===== src/rtl/pwm_multi_if.sv =====
// Control-loop side and gate-drive side of the multi-channel PWM generator.
// The master drives duty, enable and fault controls; the slave returns the gate drives and status.
interface pwm_multi_if #(
  parameter int WIDTH    = 11,
  parameter int CHANNELS = 2
);
  logic                      en;
  logic [CHANNELS*WIDTH-1:0] duty_in;
  logic                      duty_wr;
  logic                      ovr_i;
  logic                      fault_clr;
  logic [CHANNELS-1:0]       pwm_hi;
  logic [CHANNELS-1:0]       pwm_lo;
  logic                      pwm_synch;
  logic                      ovr_i_blank_n;
  logic                      fault;

  modport master (
    output en, duty_in, duty_wr, ovr_i, fault_clr,
    input  pwm_hi, pwm_lo, pwm_synch, ovr_i_blank_n, fault
  );

  modport slave (
    input  en, duty_in, duty_wr, ovr_i, fault_clr,
    output pwm_hi, pwm_lo, pwm_synch, ovr_i_blank_n, fault
  );
endinterface


===== src/rtl/pwm_multi.sv =====
// Multi-channel PWM: shared period counter, shadowed per-channel duty, complementary
// outputs with dead time, overcurrent blanking window and latched fault shutdown.
module pwm_multi #(
  parameter int WIDTH    = 11,
  parameter int CHANNELS = 2,
  parameter int DEAD     = 4,
  parameter int BLANK    = 255
) (
  input logic       clk,
  input logic       rst,
  pwm_multi_if.slave bus
);

  localparam int              TW      = (DEAD < 2) ? 1 : $clog2(DEAD + 1);
  localparam logic [TW-1:0]   DEAD_T  = TW'(DEAD);
  localparam logic [WIDTH-1:0] CNT_MAX = '1;
  localparam logic [WIDTH-1:0] BLANK_V = WIDTH'(BLANK);

  logic [WIDTH-1:0]    cnt;
  logic [WIDTH-1:0]    pending [CHANNELS];
  logic [WIDTH-1:0]    active  [CHANNELS];
  logic [CHANNELS-1:0] raw_nxt;
  logic [CHANNELS-1:0] raw_p1;
  logic                synch_p1;
  logic                blank_n_p1;
  logic                fault_q;
  logic                hold_q;
  logic                wrap;
  logic                fault_set;
  logic                fault_rel;
  logic                off;

  assign wrap      = (cnt == CNT_MAX);
  assign fault_set = bus.ovr_i & blank_n_p1;
  assign fault_rel = fault_q & bus.fault_clr & ~bus.ovr_i & ~fault_set;
  // hold_q keeps the bridge off after a fault clear until the next period start
  assign off       = ~bus.en | fault_set | fault_q | hold_q;

  // Stage p0: period counter and duty shadowing
  always_ff @(posedge clk) begin
    if (rst) begin
      cnt <= '0;
    end else if (!bus.en) begin
      cnt <= '0;
    end else begin
      cnt <= cnt + 1'b1;
    end
  end

  always_ff @(posedge clk) begin
    for (int i = 0; i < CHANNELS; i++) begin
      if (rst) begin
        pending[i] <= '0;
        active[i]  <= '0;
      end else begin
        if (bus.duty_wr) pending[i] <= bus.duty_in[i*WIDTH +: WIDTH];
        if (!bus.en || wrap) begin
          active[i] <= bus.duty_wr ? bus.duty_in[i*WIDTH +: WIDTH] : pending[i];
        end
      end
    end
  end

  always_comb begin
    raw_nxt = '0;
    for (int i = 0; i < CHANNELS; i++) begin
      raw_nxt[i] = ~off & (cnt < active[i]);
    end
  end

  // Stage p1: raw PWM, period sync, blanking window and fault latch
  always_ff @(posedge clk) begin
    if (rst) begin
      raw_p1     <= '0;
      synch_p1   <= 1'b0;
      blank_n_p1 <= 1'b0;
      fault_q    <= 1'b0;
      hold_q     <= 1'b0;
    end else begin
      raw_p1     <= raw_nxt;
      synch_p1   <= bus.en & wrap;
      blank_n_p1 <= bus.en & (cnt > BLANK_V);
      if (fault_set)      fault_q <= 1'b1;
      else if (fault_rel) fault_q <= 1'b0;
      if (fault_set)      hold_q <= 1'b0;
      else if (fault_rel) hold_q <= 1'b1;
      else if (wrap)      hold_q <= 1'b0;
    end
  end

  assign bus.pwm_synch     = synch_p1;
  assign bus.ovr_i_blank_n = blank_n_p1;
  assign bus.fault         = fault_q;

  // Stage p1 (same edge as raw): dead-time insertion, registered alongside raw
  for (genvar g = 0; g < CHANNELS; g++) begin : g_ch
    logic hi_p1;
    logic lo_p1;

    if (DEAD == 0) begin : g_nodead
      always_ff @(posedge clk) begin
        if (rst) begin
          hi_p1 <= 1'b0;
          lo_p1 <= 1'b0;
        end else begin
          hi_p1 <= raw_nxt[g];
          lo_p1 <= ~off & ~raw_nxt[g];
        end
      end
    end else begin : g_dead
      logic [TW-1:0] tmr;

      // Any forced-off cycle counts as a transition, so restart always goes through dead time
      always_ff @(posedge clk) begin
        if (rst) begin
          tmr   <= DEAD_T;
          hi_p1 <= 1'b0;
          lo_p1 <= 1'b0;
        end else if (off || (raw_nxt[g] != raw_p1[g])) begin
          tmr   <= DEAD_T;
          hi_p1 <= 1'b0;
          lo_p1 <= 1'b0;
        end else if (tmr > TW'(1)) begin
          tmr   <= tmr - 1'b1;
          hi_p1 <= 1'b0;
          lo_p1 <= 1'b0;
        end else begin
          tmr   <= '0;
          hi_p1 <= raw_nxt[g];
          lo_p1 <= ~raw_nxt[g];
        end
      end
    end

    assign bus.pwm_hi[g] = hi_p1;
    assign bus.pwm_lo[g] = lo_p1;
  end

endmodule


===== src/flat_wrapper.sv =====
// flat-port wrapper written by rule: the top's interface ports become plain ports
module pwm_multi_flat 
#(
  parameter int WIDTH    = 11,
  parameter int CHANNELS = 2,
  parameter int DEAD     = 4,
  parameter int BLANK    = 255
)
  (clk, rst, bus_en, bus_duty_in, bus_duty_wr, bus_ovr_i, bus_fault_clr, bus_pwm_hi, bus_pwm_lo, bus_pwm_synch, bus_ovr_i_blank_n, bus_fault);
  pwm_multi_if #(.WIDTH(WIDTH), .CHANNELS(CHANNELS)) bus_i ();
  input logic clk;
  input logic rst;
  input wire logic [$bits(bus_i.en)-1:0] bus_en;
  input wire logic [$bits(bus_i.duty_in)-1:0] bus_duty_in;
  input wire logic [$bits(bus_i.duty_wr)-1:0] bus_duty_wr;
  input wire logic [$bits(bus_i.ovr_i)-1:0] bus_ovr_i;
  input wire logic [$bits(bus_i.fault_clr)-1:0] bus_fault_clr;
  output wire logic [$bits(bus_i.pwm_hi)-1:0] bus_pwm_hi;
  output wire logic [$bits(bus_i.pwm_lo)-1:0] bus_pwm_lo;
  output wire logic [$bits(bus_i.pwm_synch)-1:0] bus_pwm_synch;
  output wire logic [$bits(bus_i.ovr_i_blank_n)-1:0] bus_ovr_i_blank_n;
  output wire logic [$bits(bus_i.fault)-1:0] bus_fault;
  assign bus_i.en = bus_en;
  assign bus_i.duty_in = bus_duty_in;
  assign bus_i.duty_wr = bus_duty_wr;
  assign bus_i.ovr_i = bus_ovr_i;
  assign bus_i.fault_clr = bus_fault_clr;
  assign bus_pwm_hi = bus_i.pwm_hi;
  assign bus_pwm_lo = bus_i.pwm_lo;
  assign bus_pwm_synch = bus_i.pwm_synch;
  assign bus_ovr_i_blank_n = bus_i.ovr_i_blank_n;
  assign bus_fault = bus_i.fault;
  pwm_multi #(.WIDTH(WIDTH), .CHANNELS(CHANNELS), .DEAD(DEAD), .BLANK(BLANK)) u_core (.clk(clk), .rst(rst), .bus(bus_i));
endmodule

===== config.mk =====
export PLATFORM = sky130hd
export DESIGN_NAME = pwm_multi_flat
export DESIGN_NICKNAME = d
export VERILOG_FILES = /design/src/rtl/pwm_multi_if.sv /design/src/rtl/pwm_multi.sv /design/src/flat_wrapper.sv
export SDC_FILE = /design/constraint.sdc
export NUM_CORES = 1
export LEC_CHECK = 0
export CAP_MARGIN = 15
export CORE_ASPECT_RATIO = 0.8
export CORE_UTILIZATION = 25
export CTS_CLUSTER_SIZE = 8
export DETAILED_ROUTE_END_ITERATION = 12
export PLACE_DENSITY = 0.41
export SETUP_SLACK_MARGIN = 0.5
export SYNTH_ARGS = -nofsm -noshare
export SYNTH_HDL_FRONTEND = slang
export SYNTH_SLANG_ARGS = --single-unit

===== constraint.sdc =====
create_clock -name clk -period 2.4 [get_ports clk]
set_input_delay 0.6 -clock clk [delete_from_list [all_inputs] [get_ports clk]]
set_output_delay 0.6 -clock clk [all_outputs]
set_load 0.05 [all_outputs]

# Word level (Yosys, flattened, before mapping)

Memories as Yosys holds them, arrays and structs flattened.
Cells that the tools add are included.

Bits in registers: 27
Bits in writable memories: 44
Input bits: 28
Output and inout port bits: 7
Logic and storage cells: 84
Memories kept: 2

Memory list:

| name           | words | width | read ports | clocked after memory_dff | write ports | RTL line        | source |
|---|---|---|---|---|---|---|---|
| u_core.active  | 2     | 11    | 2          | 0                        | 2           | pwm_multi.sv:21 | `logic [WIDTH-1:0] active [CHANNELS];` |
| u_core.pending | 2     | 11    | 2          | 0                        | 2           | pwm_multi.sv:20 | `logic [WIDTH-1:0] pending [CHANNELS];` |

Add/sub/neg operators: 3
$lt $le $gt $ge: 5
Equality and inequality tests: 3
Muxes and demuxes: 20
Bitwise gates (word level): 23
Reduce and logical (&&, ||, !) cells: 14

Operators with widths:

| operator              | number |
|---|---|
| $mux 11               | 6 |
| $lt 11x11->1          | 2 |
| $mux 1                | 12 |
| $reduce_or 3->1       | 4 |
| $add 11x1->11 const B | 1 |
| $eq 11x11->1 const B  | 1 |
| $gt 11x8->1 const B   | 1 |
| $and 1x1->1           | 8 |
| $not 1->1             | 8 |
| $reduce_or 2->1       | 4 |
| $or 1x1->1            | 7 |
| $gt 3x1->1 const B    | 2 |
| $mux 3                | 2 |
| $sub 3x1->3 const B   | 2 |
| $reduce_bool 2->1     | 2 |
| $logic_or 1x1->1      | 3 |
| $ne 1x1->1            | 2 |
| $logic_not 1->1       | 1 |

# Longest topological paths before layout

Depth after elaboration: 9
Gate-level depth with buffers: 7
Gate-level depth less buffers: 7

# Least setup slack after synthesis

Ideal clock, no wire load.

Path kind: register to register
From: register u_core.cnt[0]
To: memory u_core.active[0][0] (enable)
Library setup time: 379 ps
Data arrival time: 1658 ps
Data required time: 2021 ps
Slack: 363 ps
Cell stages (with the launch flop): 6
Buffers on the path: 0
Period minus slack after synthesis: 2037 ps
Cells stage by stage: dfxtp_1 ha_1 nand4_1 nor3_2 nand2_1 nand2_1

RTL lines:

| what                   | RTL line        | source |
|---|---|---|
| start, declared        | pwm_multi.sv:19 | `logic [WIDTH-1:0] cnt;` |
| start signal, assigned | pwm_multi.sv:46 | `cnt <= cnt + 1'b1;` |
| end, declared          | pwm_multi.sv:21 |  |

==> metrics.yaml <==
die_h_um: 107.6
avgRoutedWirePerCell_um: 13.54
design.core.area_um2: 13600
min_path_type: "reg2reg"
drive_above_1_share_pct: 21.93
critPathLaunchType: "flop"
yosysSeqAreaShare_pct: 53.47
seq_power_share_pct: 45.8
synthFlopType: "edfxtp_1"
holdWs_ns: 0.5151
pwr-share-clk_pct: 43.8
synth_common_cells: "edfxtp_1, nor2_1, a21oi_1, nand2_1, inv_1"
cts-root-buf: "clkbuf_16"
yosys.area.top_type: "edfxtp_1"
max_freq_mhz: 474.1
switching_share_pct: 22.67
cell_internal_pwr_mw: 2.351
slowest_delay_ns: 0.43
grt-ovfl-total: 0
synthToLayoutAreaGrowth_pct: 38.23
worstPathMaxFanout: 4
syn_nets: 399
first_iter_violations: 78
antenna_found_initial: 0
clock_latency_ns: 0.33
required_ns: 2.61
num_vias: 2570
ys_types: 43
max_slew_margin_pct: 64.28
gp_congestion: 0.7212
finalSetupViolCount: 0
finalNetCount: 463
clkSinkCount: 71
vdd_ir_drop_max_mv: 0.3295
synth_top_area_share_pct: 37.94
crit_arrival_ns: 2.32
synth_area_um2: 3482
numCtsBuffers: 9
antenna_cells: 0
htree_levels: 3
first_global_vias: 2557
end_kind: "flop"
postSynthCellCount: 346
cpLargestDelayFamily: "compound AO/OA/AOI/OAI gates"
start_util_pct: 25.61
ys_top_cells_by_area: "edfxtp_1, dfxtp_1, ha_1"
fin_crit_sh_pct: 87.89
post-route-cell-area_um2: 4813
cap_viol_max_count: 0
io_pins: 35
grt_pass1_wl_mm: 13.41
postSynthAreaPerCell_um2: 10.06
ys_ff_latch: 71
final_antenna_net_count: 0
final_core_util_pct: 35.40
tightestPinTransition_ns: 0.5358
p_switching_mw: 0.6893
dpl-instance-area_um2: 4192
numPortBuffers: 34
path_buf_inv: 2
clkTransAtPathRegs_ns: 0.06
grt_max_degree: 33
cts_max_path_buffers: 2
status: "completed"
dr.pass1.iters: 4
synth-async-reset-ratio_pct: 0
grtUsageTotal_pct: 12.37
rsz0062_at_grt: "yes"
min_period_ns: 2.109
die_width_um: 134.0
drc: 0
dp_hpwl_mm: 5.537
leakage_nw: 1.917
cts_tree: "built"
worstSetupPathType: "reg2reg"
synth.most_common_cell: "edfxtp_1"
finalPower_mw: 3.040
cp_slowest_cell: "or4b_1"
drv_slew: 0
dieArea_um2: 14410
p_per_area_nw_per_um2: 631.7
viasPerCell: 4.319
cp_cell_sequence: "inv_2 -> ha_4 -> buf_4 -> a21oi_1 -> o21ai_1 -> a311o_1 -> o21ai_2 -> or4b_1"
rows: 38
hold_violations: 0
clock_skew_ns: 0.007848
synth_edf_count: 44
yosysWarnings: 0
power_frac_comb_pct: 10.4
wirelength_mm: 8.059
## stage by stage
step | setup WS [ns] | cells | TNS (ns)
2_1_floorplan | 0.4652 | 346 | 0
3_3_place_gp | -0.04519 | 568 | -0.05888
3_5_place_dp | -0.08466 | 568 | -0.1503
4_1_cts | 0.3256 | 589 | 0
5_1_grt | 0.1774 | 595 | 0
6_report | 0.2907 | 595 | 0
## metal layers
layer | vias to the layer above | global-route usage [%] | share of wire, %
met2 | 50 | 17.65 | 39
met5 | - | 0 | 0
met1 | 1180 | 17.56 | 55
met3 | 12 | 3.437 | 4.0
met4 | 0 | 4.464 | 1.5
li1 | 1328 | - | -
## kinds of logic after synthesis
group	count (synthesis)	share of synthesized area, %
buffers and inverters	44	5.174
adder cells (fa/ha/maj)	25	8.983
AND/OR/NAND/NOR	139	20.01
flip-flops	71	53.47
AO/OA/AOI/OAI	58	10.03
multiplexers	2	0.5749
XOR/XNOR	7	1.761
## power groups by stage
stage                     Sequential [mW]  Combinational, mW  Clock (mW)
final                                1.39              0.315        1.33
after CTS                            1.39              0.302        1.38
after floorplan                      1.41              0.157           0
after detailed placement             1.42              0.279           0
after global placement               1.42              0.278           0
after global routing                 1.40              0.358        1.42
## flip-flops by register name, indices dropped and copies added, names as in the netlist, 2 cells and up
signal and count:
u_core.cnt 11, u_core.active 22, u_core.raw_p1 2, u_core.g_ch.lo_p1 2, u_core.g_ch.g_dead.tmr 6, u_core.g_ch.hi_p1 2
u_core.pending 22
## timing repair
action | in CTS | in global routing
hold buffers | 0 | 0
setup buffers | 5 | 6
gates resized for setup | 33 | 31
endpoints found under the hold margin | 0 | 0
pin swaps | 15 | 19
cloned | 0 | 0
endpoints found under the setup margin | 60 | 55
## worst paths after layout
check,from,to,slack (ns),cells past startpoint
hold reg to reg,u_core.bus.fault$_SDFFE_PP0P_,u_core.bus.fault$_SDFFE_PP0P_,0.52,2
setup / recovery,u_core.active[1][10]$_SDFFCE_PN0P_,u_core.g_ch[1].g_dead.tmr[2]$_SDFF_PP1_,0.29,8
hold / removal,u_core.bus.fault$_SDFFE_PP0P_,u_core.bus.fault$_SDFFE_PP0P_,0.52,2
setup reg to reg,u_core.active[1][10]$_SDFFCE_PN0P_,u_core.g_ch[1].g_dead.tmr[2]$_SDFF_PP1_,0.29,8
## area by class of cell
cell class | instances | area (um^2)
multi-input cells | 231 | 1669
clock inverters | 3 | 42.54
flip-flops and latches | 71 | 1876
repair buffers | 68 | 641.9
well taps | 180 | 225.2
fillers | 1395 | 8785
inverters | 29 | 108.9
clock buffers | 13 | 250.2
## cell usage in the layout, fill, tap and decap left out, types with 2 or more instances in the layout
cell / synthesis / final
edfxtp_1: 44 / 44
nor2_1: 38 / 37
nand2_1: 34 / 32
inv_1: 29 / 26
a21oi_1: 34 / 26
clkdlybuf4s50_1: 0 / 25
buf_4: 4 / 25
nand2b_1: 23 / 23
dfxtp_1: 27 / 20
ha_1: 25 / 15
ha_4: 0 / 10
clkbuf_16: 0 / 9
nand3_1: 8 / 8
a21oi_2: 0 / 8
dlygate4sd2_1: 0 / 7
buf_6: 0 / 6
o21ai_0: 7 / 5
nor3_1: 7 / 5
dfxtp_2: 0 / 5
nand4_1: 4 / 4
xor2_1: 4 / 4
inv_2: 0 / 3
nor2b_1: 3 / 3
and2_1: 3 / 3
xnor2_1: 3 / 3
a21o_1: 3 / 3
or3_1: 3 / 3
o21bai_1: 3 / 3
clkbuf_1: 11 / 3
buf_12: 0 / 3
nand2_2: 0 / 2
o21ai_1: 2 / 2
nor3_4: 0 / 2
o21ai_2: 0 / 2
and4_1: 2 / 2
and3_4: 0 / 2
mux2i_1: 2 / 2
and3b_1: 2 / 2
dfxtp_4: 0 / 2
## worst min-delay path: stages (launching register included)
cell	delay (ns)
dfxtp_1	0.33
o21ai_0	0.08
a21oi_1	0.06
No activity file was read; power rests on OpenSTA's default activity.
